**config.mk**
```make
export PLATFORM = sky130hd
export DESIGN_NAME = tx_uart
export DESIGN_NICKNAME = d
export VERILOG_FILES = /design/src/rtl/tx_uart.sv
export SDC_FILE = /design/constraint.sdc
export NUM_CORES = 1
export LEC_CHECK = 0
export CAP_MARGIN = 5
export CORE_UTILIZATION = 50
export CTS_CLUSTER_SIZE = 10
export DETAILED_ROUTE_END_ITERATION = 8
export GPL_TIMING_DRIVEN = 0
export PLACE_DENSITY = 0.76
export SLEW_MARGIN = 15
export SYNTH_ARGS = -nofsm -noshare
export SYNTH_HDL_FRONTEND = slang
export SYNTH_SLANG_ARGS = --single-unit
export TNS_END_PERCENT = 30
```
**constraint.sdc**
```tcl
create_clock -name i_clk -period 2.6 [get_ports i_clk]
set_clock_uncertainty 0.1 [all_clocks]
set_input_delay 0.78 -clock i_clk [delete_from_list [all_inputs] [get_ports i_clk]]
set_output_delay 0.78 -clock i_clk [all_outputs]
set_load 0.01 [all_outputs]
```
**src/rtl/tx_uart.sv**
```systemverilog
// tx_uart: UART transmitter, start + DATA_BITS (LSB first) + optional even parity + stop, paced by 16x baud ticks.
// Optional feature: define TX_PARITY_EN to insert an even-parity bit between the last data bit and the stop bit.
module tx_uart #(
    parameter int DATA_BITS = 8,
    parameter int N_TICKS   = 16
) (
    input  logic                 i_clk,
    input  logic                 i_reset,
    input  logic                 i_ticks,
    input  logic                 i_tx_start,
    input  logic [DATA_BITS-1:0] i_data_in,
    output logic                 o_tx,
    output logic                 o_tx_busy,
    output logic                 o_tx_done
);
    // The tick counter is shared by every state, so it is widened when the stop period exceeds 16 ticks.
    localparam int CW = (N_TICKS > 16) ? $clog2(N_TICKS) : 4;
    localparam int BW = (DATA_BITS > 1) ? $clog2(DATA_BITS) : 1;
    localparam logic [CW-1:0] BIT_LAST  = CW'(15);
    localparam logic [CW-1:0] STOP_LAST = CW'(N_TICKS - 1);
    localparam logic [BW-1:0] DATA_LAST = BW'(DATA_BITS - 1);

    typedef enum logic [2:0] {
        IDLE,
        START,
        DATA,
`ifdef TX_PARITY_EN
        PARITY,
`endif
        STOP
    } state_t;

    state_t                 state_q, state_d;
    logic [CW-1:0]          cnt_q, cnt_d;
    logic [BW-1:0]          bit_q, bit_d;
    logic [DATA_BITS-1:0]   shift_q, shift_d;
    logic                   tx_q, tx_d;
    logic                   done;
`ifdef TX_PARITY_EN
    logic                   parity_q, parity_d;
`endif

    // State, counters, shift register and the registered line value.
    always_ff @(posedge i_clk) begin
        if (i_reset) begin
            state_q  <= IDLE;
            cnt_q    <= '0;
            bit_q    <= '0;
            shift_q  <= '0;
            tx_q     <= 1'b1;
`ifdef TX_PARITY_EN
            parity_q <= 1'b0;
`endif
        end else begin
            state_q  <= state_d;
            cnt_q    <= cnt_d;
            bit_q    <= bit_d;
            shift_q  <= shift_d;
            tx_q     <= tx_d;
`ifdef TX_PARITY_EN
            parity_q <= parity_d;
`endif
        end
    end

    // Next-state logic; the line value is derived from the current state and registered one cycle later.
    always_comb begin
        state_d  = state_q;
        cnt_d    = cnt_q;
        bit_d    = bit_q;
        shift_d  = shift_q;
        tx_d     = 1'b1;
        done     = 1'b0;
`ifdef TX_PARITY_EN
        parity_d = parity_q;
`endif
        case (state_q)
            IDLE: begin
                if (i_tx_start) begin
                    state_d  = START;
                    shift_d  = i_data_in;
                    cnt_d    = '0;
                    bit_d    = '0;
`ifdef TX_PARITY_EN
                    parity_d = ^i_data_in;
`endif
                end
            end
            START: begin
                tx_d = 1'b0;
                if (i_ticks) begin
                    cnt_d = (cnt_q == BIT_LAST) ? '0 : cnt_q + 1'b1;
                    if (cnt_q == BIT_LAST) begin
                        state_d = DATA;
                        bit_d   = '0;
                    end
                end
            end
            DATA: begin
                tx_d = shift_q[0];
                if (i_ticks) begin
                    cnt_d = (cnt_q == BIT_LAST) ? '0 : cnt_q + 1'b1;
                    if (cnt_q == BIT_LAST) begin
                        shift_d = shift_q >> 1;
                        bit_d   = bit_q + 1'b1;
                        if (bit_q == DATA_LAST) begin
`ifdef TX_PARITY_EN
                            state_d = PARITY;
`else
                            state_d = STOP;
`endif
                        end
                    end
                end
            end
`ifdef TX_PARITY_EN
            PARITY: begin
                tx_d = parity_q;
                if (i_ticks) begin
                    cnt_d = (cnt_q == BIT_LAST) ? '0 : cnt_q + 1'b1;
                    if (cnt_q == BIT_LAST) state_d = STOP;
                end
            end
`endif
            STOP: begin
                if (i_ticks) begin
                    cnt_d = (cnt_q == STOP_LAST) ? '0 : cnt_q + 1'b1;
                    if (cnt_q == STOP_LAST) begin
                        done    = 1'b1;
                        state_d = IDLE;
                    end
                end
            end
            default: state_d = IDLE;
        endcase
    end

    assign o_tx      = tx_q;
    assign o_tx_busy = (state_q != IDLE);
    assign o_tx_done = done;
endmodule
```
==> flow_metrics.env, run 1 <==
export IMPL_outcome="finished clean"
export IMPL_syn_area_um2=997.2
export IMPL_antenna_found_initial=0
export IMPL_synthFlopType="dfxtp_1"
export IMPL_grt_max_degree=11
export IMPL_fin_nets=148
export IMPL_htreeDepth=1
export IMPL_wl_per_cell_um=11.48
export IMPL_yosysSeqAreaShare_pct=36.14
export IMPL_synth_top_cell_area_share_pct=36.14
export IMPL_cts_tree="built"
export IMPL_clkSinkCount=18
export IMPL_die_h_um=46.66
export IMPL_muxShareOfSynthArea_pct=10.04
export IMPL_num_vias=805
export IMPL_drc_errors=0
export IMPL_powerDensity_mw_per_mm2=910.4
export IMPL_max_slew_margin_pct=67.96
export IMPL_nFillCells=160
export IMPL_antenna_left=0
export IMPL_cts_setup_buffers=0
export IMPL_arrival_ns=1.56
export IMPL_die_w_um=46.66
export IMPL_clockBufferDepth=2
export IMPL_grt_pass1_wl_um=3091
export IMPL_cp_required_ns=1.72
export IMPL_dr_pass1_iters=2
export IMPL_cts_clk_slew_worst_paths_ns=0.11
export IMPL_viasPerCell=5.296
export IMPL_finalSetupViolCount=0
export IMPL_critPathKind="in -> out"
export IMPL_finalCriticalPeriod_ns=2.444
export IMPL_drt_met1_wl_um=874
export IMPL_wl_met3_um=42
export IMPL_dieArea_mm2=0.002177
export IMPL_worst_pin_slew_ns=0.4806
export IMPL_synth_top_family_by_area="compound AO/OA/AOI/OAI gates"
export IMPL_final_cells=152
export IMPL_netlist_instances=109
export IMPL_gp_congestion=0.8206
export IMPL_ff_latch_area_um2=362.8
export IMPL_syn_nets=129
export IMPL_design_area_mm2=0.001206
export IMPL_synth_compound_area_share_pct=21.33
export IMPL_dpl_instance_area_mm2=0.001169
export IMPL_cp_start_kind="primary input"
export IMPL_whs_ns=0.3761
export IMPL_p_sw_uw=417.7
export IMPL_antenna_cells=0
export IMPL_seqPwrFrac_pct=36.4
export IMPL_drv_slew=0
export IMPL_io_pins=15
export IMPL_swShare_pct=38.04
export IMPL_total_power_mw=1.098
export IMPL_synth_commonest_cells="dfxtp_1, nor2_1, mux2i_1"
export IMPL_p_int_uw=680.4
export IMPL_drv_cap=0
export IMPL_routed_wl_um=1745
export IMPL_synth_simple_area_share_pct=17.31
export IMPL_cp_end_kind="primary output"
export IMPL_multi_input_comb_area_um2=585.6
export IMPL_drt_iter0_drc=21
export IMPL_fmax_mhz=409.2
export IMPL_hold_violations=0
export IMPL_design_core_area_mm2=0.001802
export IMPL_ys_types=27
export IMPL_synth_seq_cells=18
export IMPL_synth_edf_count=0
export IMPL_syn_area_per_cell_um2=9.149
export IMPL_synth_top_area_cell="dfxtp_1"
export IMPL_synth_area_leaders="dfxtp_1, ha_1, mux2i_1, nor2_1, a21oi_1"
export IMPL_yosysWarnings=0
export IMPL_cts_resized=7
export IMPL_fin_crit_sh_pct=94.00
export IMPL_syn_to_final_growth_pct=20.95
export IMPL_cts_root_buf="clkbuf_4"
export IMPL_layout_drive_gt1_share_pct=11.02
export IMPL_final_core_util_pct=66.94
export IMPL_cp_max_fo=6
export IMPL_vdd_drop_max_uv=582.9
export IMPL_async_flop_share_pct=0
export IMPL_dp_cells=148
export IMPL_post_dp_hpwl_um=1348
export IMPL_row_count=15
export IMPL_clock_latency_ns=0.29
export IMPL_start_util_pct=55.35
export IMPL_pwr_share_comb_pct=48.0
export IMPL_grt_usage_pct=20.05
export IMPL_rsz0062_at_grt="false"
export IMPL_port_buffer_count=14
export IMPL_wl_met2_um=794
export IMPL_hp_class="reg -> reg"
export IMPL_gr_total_overflow=0
export IMPL_leakage_nw=0.4686
export IMPL_grt_pass1_vias=747
export IMPL_yosys_area_share_xor_xnor_pct=0
export IMPL_synth_most_common_cell="dfxtp_1"
export IMPL_synth_adder_area_share_pct=10.04
export IMPL_cts_hold_buf=0
export IMPL_cts_buffers_inserted=3
export IMPL_p_clk_share_pct=15.6
export IMPL_highest_layer="met4"
## kinds of logic (layout without fill, tap and decap cells)
| kind of cell | Yosys count | count (layout) |
|---|---|---|
| simple gates | 33 | 33 |
| fa+ha+maj | 8 | 8 |
| mux | 10 | 10 |
| flops | 18 | 18 |
| compound gates | 29 | 29 |
| buf+inv | 11 | 29 |
## metal layers
metal	GRT usage, %	vias to the layer above
met3	2.353	5
met1	26.30	366
met4	10.86	0
met5	0	-
met2	31.67	12
li1	-	422
## state kept, by name, summed over array words and instances (netlist names)
| signal | flops |
|---|---|
| o_tx | 1 |
| state_q | 2 |
| cnt_q | 4 |
| shift_q | 8 |
| bit_q | 3 |
## cell type report
cell class	count	share of cell area [%]
multi-input cells	80	48.55
inverters	6	1.867
flip-flops and latches	18	30.08
plain buffers	5	2.386
repair buffers	14	11.51
well taps	25	2.593
clock buffers	4	3.008
## metrics by stage
step           setup WS [ns]  setup TNS, ns
4_1_cts               0.1552              0
6_report              0.1560              0
3_3_place_gp         -0.4637        -0.4637
3_5_place_dp         -0.4731        -0.4731
5_1_grt              0.08328              0
2_1_floorplan         0.6094              0
## path summary, 6_finish.rpt
check,startpoint,endpoint,slack [ns],cells after the start
setup / recovery,i_ticks,o_tx_done,0.16,4
hold / removal,shift_q[7],shift_q[7],0.38,2
setup reg to reg,state_q[0],shift_q[5],0.74,8
hold reg to reg,shift_q[7],shift_q[7],0.38,2
## placed cells by master (no fill, tap or decap), drive strengths merged, types with 2 or more instances in the layout
cell type,instances
nand2,3
clkbuf,6
inv,6
o21ai,5
a22oi,2
nor2,13
o21bai,2
ha,8
mux2i,10
dfxtp,18
nand2b,7
nand3b,2
o211ai,2
nand3,3
a21oi,9
dlygate4sd2,2
buf,3
a211oi,7
clkdlybuf4s50,11
## worst max-delay path, cell delays in order
cell	delay, ns
clkdlybuf4s15_2	0.23
nand4_2	0.17
nor2_1	0.11
dlygate4sd2_1	0.27
## power groups by stage
stage / sequential (mW) / combinational (mW) / clock (mW)
after global placement: 0.399 / 0.527 / 0
after CTS: 0.400 / 0.531 / 0.175
after global routing: 0.409 / 0.597 / 0.187
after floorplan: 0.394 / 0.412 / 0
after detailed placement: 0.403 / 0.536 / 0
final: 0.400 / 0.527 / 0.172
No activity file was read; power rests on OpenSTA's default activity.
==> inputs of run 2 (changes only) <==
==> constraint.sdc (replaced) <==
create_clock -name i_clk -period 2.5 [get_ports i_clk]
set_clock_uncertainty 0.1 [all_clocks]
set_input_delay 0.75 -clock i_clk [delete_from_list [all_inputs] [get_ports i_clk]]
set_output_delay 0.75 -clock i_clk [all_outputs]
set_load 0.01 [all_outputs]
==> results of run 2 <==
Same layout as run 1 (identical final DEF). Status: finished clean.
Main changes from that run: setup slack after placement -0.4731 ns -> -0.5131 ns; setup slack after layout 0.1560 ns -> 0.1160 ns; register-to-register setup slack 0.74 ns -> 0.64 ns; total power 1.098 mW -> 1.142 mW; worst IR drop on VDD 582.9 uV -> 606.2 uV
